File: config.mk
export PLATFORM = sky130hd
export DESIGN_NAME = traffic_light_monitor
export DESIGN_NICKNAME = d
export VERILOG_FILES = /design/src/rtl/traffic_light_monitor.sv
export SDC_FILE = /design/constraint.sdc
export NUM_CORES = 1
export LEC_CHECK = 0
export ABC_AREA = 1
export CORE_MARGIN = 1
export CORE_UTILIZATION = 51
export DETAILED_ROUTE_END_ITERATION = 8
export PLACE_DENSITY = 0.8
export SLEW_MARGIN = 20
export SYNTH_ARGS = -nofsm -noshare
export SYNTH_HDL_FRONTEND = slang
export SYNTH_SLANG_ARGS = --single-unit
File: constraint.sdc
create_clock -name clk_i -period 1.5 [get_ports clk_i]
set_input_delay 0.3 -clock clk_i [delete_from_list [all_inputs] [get_ports clk_i]]
set_output_delay 0.3 -clock clk_i [all_outputs]
set_load 0.01 [all_outputs]
File: src/rtl/traffic_light_monitor.sv
// Passive checker for the one-hot red/yellow/green light bus: tracks the phase,
// latches the first protocol fault and counts completed light cycles.
module traffic_light_monitor #(
    parameter int MIN_RED    = 1,
    parameter int MIN_GREEN  = 1,
    parameter int MIN_YELLOW = 1,
    parameter int MAX_DWELL  = 16,
    parameter int CNT_W      = 5,
    parameter int CYC_W      = 8
) (
    input  logic             clk_i,
    input  logic             reset_i,
    input  logic [2:0]       light_i,
    input  logic             clear_fault_i,
    output logic [1:0]       phase_o,
    output logic             phase_valid_o,
    output logic             fault_o,
    output logic [2:0]       fault_code_o,
    output logic [CNT_W-1:0] dwell_o,
    output logic [CYC_W-1:0] cycles_o
);

    // state  | meaning
    // INIT   | no phase tracked yet (after reset, clear, or dark bus)
    // RED    | tracking red
    // YELLOW | tracking yellow
    // GREEN  | tracking green
    // FAULT  | fault latched; light ignored until clear_fault_i
    typedef enum logic [2:0] {
        S_INIT, S_RED, S_YELLOW, S_GREEN, S_FAULT
    } state_t;

    localparam logic [2:0] FC_NONE  = 3'd0;
    localparam logic [2:0] FC_CODE  = 3'd1;
    localparam logic [2:0] FC_ORDER = 3'd2;
    localparam logic [2:0] FC_SHORT = 3'd3;
    localparam logic [2:0] FC_STUCK = 3'd4;

    localparam logic [CNT_W-1:0] MAX_D   = CNT_W'(MAX_DWELL);
    localparam logic [CNT_W-1:0] MIN_R_D = CNT_W'(MIN_RED);
    localparam logic [CNT_W-1:0] MIN_G_D = CNT_W'(MIN_GREEN);
    localparam logic [CNT_W-1:0] MIN_Y_D = CNT_W'(MIN_YELLOW);

    state_t             state_q, state_d;
    logic [2:0]         code_q, code_d;
    logic [CNT_W-1:0]   dwell_q, dwell_d;
    logic [CYC_W-1:0]   cycles_q, cycles_d;

    state_t             light_st;
    logic               light_ok;
    state_t             legal_next;
    logic [CNT_W-1:0]   min_cur;

    always_ff @(posedge clk_i) begin
        if (!reset_i) begin
            state_q  <= S_INIT;
            code_q   <= FC_NONE;
            dwell_q  <= '0;
            cycles_q <= '0;
        end else begin
            state_q  <= state_d;
            code_q   <= code_d;
            dwell_q  <= dwell_d;
            cycles_q <= cycles_d;
        end
    end

    // S_INIT doubles as the "not a one-hot code" marker for the decoded bus
    always_comb begin
        light_st = S_INIT;
        case (light_i)
            3'b100:  light_st = S_RED;
            3'b010:  light_st = S_YELLOW;
            3'b001:  light_st = S_GREEN;
            default: light_st = S_INIT;
        endcase
        light_ok = (light_st != S_INIT);

        legal_next = S_INIT;
        min_cur    = '0;
        case (state_q)
            S_RED:    begin legal_next = S_GREEN;  min_cur = MIN_R_D; end
            S_GREEN:  begin legal_next = S_YELLOW; min_cur = MIN_G_D; end
            S_YELLOW: begin legal_next = S_RED;    min_cur = MIN_Y_D; end
            default:  begin legal_next = S_INIT;   min_cur = '0;      end
        endcase
    end

    always_comb begin
        state_d  = state_q;
        code_d   = code_q;
        dwell_d  = dwell_q;
        cycles_d = cycles_q;
        case (state_q)
            S_INIT: begin
                if (light_i == 3'b000) begin
                    state_d = S_INIT;
                end else if (light_ok) begin
                    state_d = light_st;
                    dwell_d = CNT_W'(1);
                end else begin
                    state_d = S_FAULT;
                    code_d  = FC_CODE;
                end
            end
            S_RED, S_YELLOW, S_GREEN: begin
                if (!light_ok) begin
                    state_d = S_FAULT;
                    code_d  = FC_CODE;
                end else if (light_st == state_q) begin
                    if (dwell_q == MAX_D) begin
                        state_d = S_FAULT;
                        code_d  = FC_STUCK;
                    end else begin
                        dwell_d = dwell_q + 1'b1;
                    end
                end else if (light_st == legal_next) begin
                    if (dwell_q < min_cur) begin
                        state_d = S_FAULT;
                        code_d  = FC_SHORT;
                    end else begin
                        state_d = light_st;
                        dwell_d = CNT_W'(1);
                        if (state_q == S_YELLOW) cycles_d = cycles_q + 1'b1;
                    end
                end else begin
                    state_d = S_FAULT;
                    code_d  = FC_ORDER;
                end
            end
            S_FAULT: begin
                if (clear_fault_i) begin
                    state_d = S_INIT;
                    code_d  = FC_NONE;
                    dwell_d = '0;
                end
            end
            default: begin
                state_d = S_INIT;
                code_d  = FC_NONE;
                dwell_d = '0;
            end
        endcase
    end

    always_comb begin
        phase_o       = 2'b11;
        phase_valid_o = 1'b0;
        case (state_q)
            S_RED:    begin phase_o = 2'b00; phase_valid_o = 1'b1; end
            S_YELLOW: begin phase_o = 2'b01; phase_valid_o = 1'b1; end
            S_GREEN:  begin phase_o = 2'b10; phase_valid_o = 1'b1; end
            default:  begin phase_o = 2'b11; phase_valid_o = 1'b0; end
        endcase
        fault_o      = (state_q == S_FAULT);
        fault_code_o = code_q;
        dwell_o      = dwell_q;
        cycles_o     = cycles_q;
    end

endmodule

==> results of run 1 <==
[cells by family (layout without fill, tap and decap cells)]
| logic type | after synthesis | count (layout) |
|---|---|---|
| AO/OA/AOI/OAI | 24 | 24 |
| flip-flops | 19 | 19 |
| AND/OR/NAND/NOR | 118 | 118 |
| buffers and inverters | 37 | 103 |
| adder cells (fa/ha/maj) | 3 | 3 |
| XOR/XNOR | 5 | 5 |
[area by class of cell]
class	instances	area, µm²	area share
clock buffer	3	22.5	0.0108
sequential	19	397	0.191
timing repair inverter	1	7.51	0.00361
clock inverter	1	5.00	0.00241
tap	30	37.5	0.0181
timing repair buffer	62	529	0.255
inverter	36	150	0.0722
multi-input combinational	150	931	0.448
[worst paths after layout]
| check | start | endpoint | slack [ns] | cells past startpoint |
|---|---|---|---|---|
| worst max-delay path | state_q[0]$_SDFFE_PN0P_ | cycles_o[7]$_SDFFE_PN0P_ | -0.09 | 12 |
| worst min-delay path | cycles_o[5]$_SDFFE_PN0P_ | cycles_o[5]$_SDFFE_PN0P_ | 0.49 | 2 |
| worst max register to register | state_q[0]$_SDFFE_PN0P_ | cycles_o[7]$_SDFFE_PN0P_ | -0.09 | 12 |
| worst min register to register | cycles_o[5]$_SDFFE_PN0P_ | cycles_o[5]$_SDFFE_PN0P_ | 0.49 | 2 |
[worst register-to-register path, delay by kind of cell (launching register included)]
kind | cells | cell delay (ns)
flip-flops | 1 | 0.38
AND/OR/NAND/NOR | 7 | 0.59
buffers and inverters | 4 | 0.45
AO/OA/AOI/OAI | 1 | 0.06
[cells in the mapped netlist]
cell	n	area (µm²)
nand2_2	8	50.1
nor4_1	3	18.8
o21ai_1	3	15.0
nand2_1	51	191
nor2_1	19	71.3
nand4_1	6	37.5
buf_2	1	5.00
nor3_1	3	15.0
nor2_2	3	18.8
xnor2_1	1	8.76
inv_2	8	30.0
ha_1	3	37.5
a31oi_1	2	12.5
a21oi_1	12	60.1
nand3_1	13	65.1
a22oi_1	1	7.51
o21ai_0	4	20.0
dfxtp_1	19	380
nor2_4	4	45.0
xor2_1	4	35.0
nand3_2	2	20.0
inv_1	27	101
nand3_4	2	35.0
nand2_4	4	45.0
clkinv_1	1	3.75
a21oi_2	2	17.5
[flip-flops by register name, indices dropped and copies added, names as in the netlist]
signal and count:
cycles_o 8, dwell_o 5, fault_code_o 3, state_q 3
[timing repair]
item | 4_1_cts | 5_1_grt
buffers inserted | 1 | 5
pin swaps | 7 | 21
gates resized for setup | 54 | 34
hold endpoints to repair | 0 | 0
gates cloned | 0 | 1
setup endpoints to repair | 38 | 22
[report_power, final]
group	switching (W)	internal, W	total (W)
clock	0.000159	0.0000993	0.000259
sequential	0.0000525	0.000568	0.000621
combinational	0.000645	0.000514	0.00116
total	0.000857	0.00118	0.00204
[routing by layer]
metal | vias to the layer above | wire (µm)
met5 | - | 0
met4 | 0 | 31
met3 | 6 | 151
met2 | 43 | 1950
met1 | 705 | 1750
li1 | 792 | -
[through the flow]
stage / util / TNS, ns / hold WS, ns / cells
6_report: 0.839 / -0.472 / 0.489 / 302
5_1_grt: 0.839 / -1.74 / 0.506 / 302
3_5_place_dp: 0.757 / -9.39 / 0.494 / 291
2_1_floorplan: - / 0 / 0.442 / 206
3_3_place_gp: 0.757 / -9.17 / 0.485 / 291
4_1_cts: 0.787 / -0.00578 / 0.494 / 296
==> results by group, run 1 <==
Synthesis
  • Sequential fraction of the synthesis area: 0.282
  • Syn_area_per_cell: approximately 6.5 µm²
  • Post-Syn Nets: roughly 220
  • Compound-gate portion of the synthesized area: 0.0984
  • Synthesized flop and latch total: 19
  • Multiplexer area fraction after synthesis: 0
  • Syn Inst Count: between 200 and 250
  • Syn. warnings: 0
  • Synth Area in Adders: 0.0279
  • Largest family of logic cells by synthesized area: simple AND/OR/NAND/NOR gates
  • Yosys cell types: 26
  • Synth Cell Area: roughly 1300 µm²
  • Post-synthesis xor/xnor area fraction: 0.0325
  • Simple-gate area share of the yosys netlist: 0.455

Setup path
  • CP max-delay cell: dfxtp_4
  • Most used cell, CP: nand2_1
  • Cell breakdown of the critical path: buf_6 > inv_4 > nand3_2 > nand2_1 > nand2_1 > nand2_2 > nand2_4 > nor2_4 > buf_12 > clkinvlp_4 > nand2_1 > a21oi_1
  • Crit path largest cell delay: around 0.38 ns
  • Crit-path max FO: 8
  • CP Launch Type: register
  • Setup crit end kind: register
  • Req. time, crit path: 1.68 ns
  • CP delay by family, top: simple AND/OR/NAND/NOR gates
  • Buffers & Inverters on Critical Path: 4
  • Worst path arrival time: between 1.5 and 2 ns
  • WS Path Type: reg -> reg

Layout
  • Filler cell count: 150
  • Layout cells sized above 1: 0.430
  • Area delta synth->final: 54.3%
  • Post-Layout Inst Area: 2080 µm²
  • Most frequent cells in the layout: 39 x nand2_1, 31 x buf_4, 23 x inv_1
  • Nets: between 200 and 300
  • Antenna fix cells: 0
  • Commonest non-fill, non-tap cell in the layout: nand2_1

Drt
  • Vias/cell: approximately 5
  • Antenna Violating Nets Remaining: 0
  • First drt pass iteration count: 4
  • Post-Route WL: roughly 3900 µm
  • Via count: 1,546
  • DRC viols: 0
  • WL/cell: roughly 13 µm
  • DRT iter0 DRCs: 36

GRT
  • Met3 Track Usage GR: 0.0517
  • Total global routing overflow: 0
  • Grt peak-use layer: met2
  • GRT met1 Usage: 0.327
  • Total global-route track usage: 0.259
  • First-pass GRT wire length: between 5000 and 6000 µm
  • Initial antenna violation count: 0
  • Vias in the first global route: around 1,300
  • Met2 GRT Util: 0.450
  • Pin count of the biggest net entering global routing: 12

Place
  • Area post-placement: roughly 1900 µm²
  • DPL Wire Length: 2580 µm
  • GP Congestion: ~0.87
  • Number of I/O port buffers: 25
  • Setup slack at placement: -0.576 ns

Outcome
  • Status: finished with violations
  • Violated checks: negative setup slack

Floorplan
  • Initial core utilization: 0.544
  • Core area: around 2500 µm²
  • Io pins: 26
  • Die height: between 50 and 60 µm
  • Total Die Area: roughly 2900 µm²
  • Die X: roughly 53 µm
  • Num rows: 18

Timing
  • Max-Slew Margin vs Limit: 0.675
  • Final Hold Viols: 0
  • Least-Margin Pin Slew: 0.483 ns
  • RSZ-0062 raised after global routing: true
  • Period utilization: 1.06
  • Final Setup Violations: 12
  • Tmin final: roughly 1.6 ns
  • Worst Skew: about 0.0068 ns
  • Fmax: ~630 MHz
  • Max Slew Vio Count: 0
  • Setup ws final: -0.0912 ns

CTS
  • Clk slew on worst S/H paths: 0.11 ns
  • CTS Sinks: 19
  • TritonCTS clock tree: yes
  • Cts-stage hold buffer count: 0
  • Clk buf depth: 2
  • H-tree levels: 1
  • Cts bufs inserted: 3
  • Clock Tree Root: clkbuf_4
  • Later-pin clock latency in the skew report: around 0.30 ns

Power and ir drop
  • Peak VDD IR: roughly 0.93 mV
  • Power per cell area: about 980 nW/µm²
  • Lkg Pwr: just over 1 nW
  • Power Total: roughly 0.002 W

Worst hold path
  • Min-delay worst type: reg -> reg

Job
  • Max Cap Viol: 0
(Power assumes the default switching activity.)
==> run 2: changes to the inputs <==
--- a/config.mk
+++ b/config.mk
@@ -9,7 +9,7 @@
 export CORE_MARGIN = 1
 export CORE_UTILIZATION = 51
 export DETAILED_ROUTE_END_ITERATION = 8
-export PLACE_DENSITY = 0.8
+export PLACE_DENSITY_LB_ADDON = 0.12
 export SLEW_MARGIN = 20
 export SYNTH_ARGS = -nofsm -noshare
 export SYNTH_HDL_FRONTEND = slang
==> results by group, run 2 (synthesis results as in run 1) <==
Outcome
  • Status: finished with violations
  • Violated checks: negative setup slack

Timing
  • Period utilization: 1.10 (+0.0355)
  • Setup ws final: -0.144 ns (-0.0533 ns)
  • Max Slew Vio Count: 0 (unchanged)
  • Fmax: 608 MHz (-3.2%)
  • Tmin final: 1.64 ns (+0.0533 ns)
  • RSZ-0062 raised after global routing: true
  • Final Hold Viols: 0 (unchanged)
  • Worst Skew: 0.00455 ns (-0.00222 ns)
  • Final Setup Violations: 21 (+9)
  • Least-Margin Pin Slew: 0.534 ns (+0.0502 ns)
  • Max-Slew Margin vs Limit: 0.642 (-0.0337)

GRT
  • First-pass GRT wire length: 6170 µm (+16%)
  • Initial antenna violation count: 0 (unchanged)
  • Pin count of the biggest net entering global routing: 12 (unchanged)
  • Total global routing overflow: 0 (unchanged)
  • Total global-route track usage: 0.305 (+0.0463)
  • Vias in the first global route: 1,410 (+11%)

Floorplan
  • Die X: 53.4 µm (unchanged)
  • Num rows: 18 (unchanged)
  • Die height: 53.4 µm (unchanged)
  • Total Die Area: 2850 µm² (unchanged)
  • Core area: 2480 µm² (unchanged)
  • Initial core utilization: 0.544 (unchanged)
  • Io pins: 26 (unchanged)

Drt
  • Vias/cell: 5.71 (+12%)
  • Antenna Violating Nets Remaining: 0 (unchanged)
  • DRT iter0 DRCs: 74 (+110%)
  • DRC viols: 0 (unchanged)
  • Post-Route WL: 5220 µm (+35%)
  • Via count: 1,724 (+12%)
  • First drt pass iteration count: 4 (unchanged)
  • WL/cell: 17.3 µm (+35%)

Place
  • Area post-placement: 1830 µm² (-2.3%)
  • Setup slack at placement: -0.600 ns (-0.0240 ns)
  • GP Congestion: 0.936 (+8.1%)
  • DPL Wire Length: 2840 µm (+10%)
  • Number of I/O port buffers: 25 (unchanged)

Setup path
  • Worst path arrival time: 1.89 ns (+0.12 ns)
  • CP max-delay cell: dfxtp_4
  • Crit path largest cell delay: 0.39 ns (about the same)
  • Req. time, crit path: 1.75 ns (+0.07 ns)
  • Cell breakdown of the critical path: buf_6 > inv_4 > nand3_4 > nand2_2 > nand2_2 > nand2_2 > nand2_4 > nor2_4 > inv_4 > o21ai_2 > nand2_1 > nor2_1
  • Crit-path max FO: 9 (+1)
  • CP Launch Type: register
  • Setup crit end kind: register
  • Most used cell, CP: nand2_2
  • WS Path Type: reg -> reg
  • Worst reg2reg setup slack: -0.14 ns (-0.05 ns)

Power and ir drop
  • Lkg Pwr: 1.05 nW (+2.3%)
  • Power Total: 0.00221 W (+8.4%)
  • Power per cell area: 1040 nW/µm² (+5.9%)
  • Peak VDD IR: 1.02 mV (+10%)

CTS
  • Clk slew on worst S/H paths: 0.12 ns (about the same)
  • TritonCTS clock tree: yes
  • CTS Sinks: 19 (unchanged)
  • H-tree levels: 1 (unchanged)
  • Clk buf depth: 2 (unchanged)
  • Cts bufs inserted: 3 (unchanged)
  • Later-pin clock latency in the skew report: 0.32 ns (+0.02 ns)
  • Clock Tree Root: clkbuf_4

Worst hold path
  • Min-delay worst type: reg -> reg

Layout
  • Post-Layout Inst Area: 2130 µm² (+2.4%)
  • Max reg flops: 8 (unchanged)
  • Commonest non-fill, non-tap cell in the layout: nand2_1
  • Nets: 282 (unchanged)
  • Most frequent cells in the layout: 32 x nand2_1, 31 x buf_4, 23 x inv_1, 23 x nand2_2, 17 x nor2_1
  • Layout Utilization: 0.860 (+0.0202)
  • Area delta synth->final: 58.0%
  • Antenna fix cells: 0 (unchanged)
  • Layout cells sized above 1: 0.482 (+0.0515)
  • Filler cell count: 148 (-1.3%)

Job
  • Max Cap Viol: 0 (unchanged)
[run 2: cell types whose count changed in the layout (fill, tap and decap cells not counted), sizes merged]
cell | previous run | this run
buf | 38 | 40
dlygate4sd2 | 17 | 16
clkbuf | 6 | 5
inv | 36 | 35
clkdlybuf4s15 | 1 | 2
clkinvlp | 1 | 0
clkinv | 1 | 2
[run 2: final timing paths]
check | from | endpoint | depth (start not counted)
worst max-delay path | state_q[0]$_SDFFE_PN0P_ | cycles_o[2]$_SDFFE_PN0P_ | 12
worst min-delay path | cycles_o[6]$_SDFFE_PN0P_ | cycles_o[6]$_SDFFE_PN0P_ | 2
worst max register to register | state_q[0]$_SDFFE_PN0P_ | cycles_o[2]$_SDFFE_PN0P_ | 12
worst min register to register | cycles_o[6]$_SDFFE_PN0P_ | cycles_o[6]$_SDFFE_PN0P_ | 2
[run 2: timing repair]
action / 4_1_cts / 5_1_grt
pin swaps: 19 / 24
hold buffers: 0 / 0
buffers inserted: 8 / 4
setup endpoints to repair: 38 / 21
gates resized for setup: 69 / 41
gates cloned: 0 / 0
[run 2: through the flow]
stage	hold slack [ns]	TNS [ns]	std cells
2_1_floorplan	0.442	0	206
3_3_place_gp	0.467	-8.56	287
3_5_place_dp	0.492	-9.81	287
4_1_cts	0.504	-0.190	299
5_1_grt	0.510	-3.28	302
6_report	0.507	-1.66	302
[run 2: layout make-up]
type                    instances  area [µm²]  area share
clock inverters                 1        5.00     0.00235
clock buffers                   3        22.5      0.0106
inverters                      36         146      0.0687
well taps                      30        37.5      0.0176
multi-input cells             150         992       0.466
flip-flops and latches         19         400       0.188
repair buffers                 63         526       0.247
[run 2: critical path: cells and delay by family (launching register included)]
family	cells	cell delay (ns)
buffers and inverters	3	0.30
AO/OA/AOI/OAI	1	0.11
flip-flops	1	0.39
AND/OR/NAND/NOR	8	0.77
[run 2: per-layer routing]
metal | share of wire | GRT usage | up-vias | wire [µm]
met5 | 0 | 0 | - | 0
met2 | 0.48 | 0.546 | 115 | 2510
li1 | - | - | 791 | -
met3 | 0.072 | 0.0374 | 28 | 375
met4 | 0.056 | 0.136 | 0 | 294
met1 | 0.39 | 0.354 | 790 | 2040
[run 2: power by group]
part           leakage (nW)  internal [W]  switching, W  total (W)
sequential            0.160      0.000574     0.0000587   0.000633
combinational         0.874      0.000542      0.000747    0.00129
clock                0.0177      0.000100      0.000189   0.000289
==> run 3: changes to the inputs <==
--- a/config.mk
+++ b/config.mk
@@ -6,7 +6,6 @@
 export NUM_CORES = 1
 export LEC_CHECK = 0
 export ABC_AREA = 1
-export CORE_MARGIN = 1
 export CORE_UTILIZATION = 51
 export DETAILED_ROUTE_END_ITERATION = 8
 export PLACE_DENSITY_LB_ADDON = 0.12
==> results of run 3 <==
Final layout, timing and power as in run 2 (identical DEF).
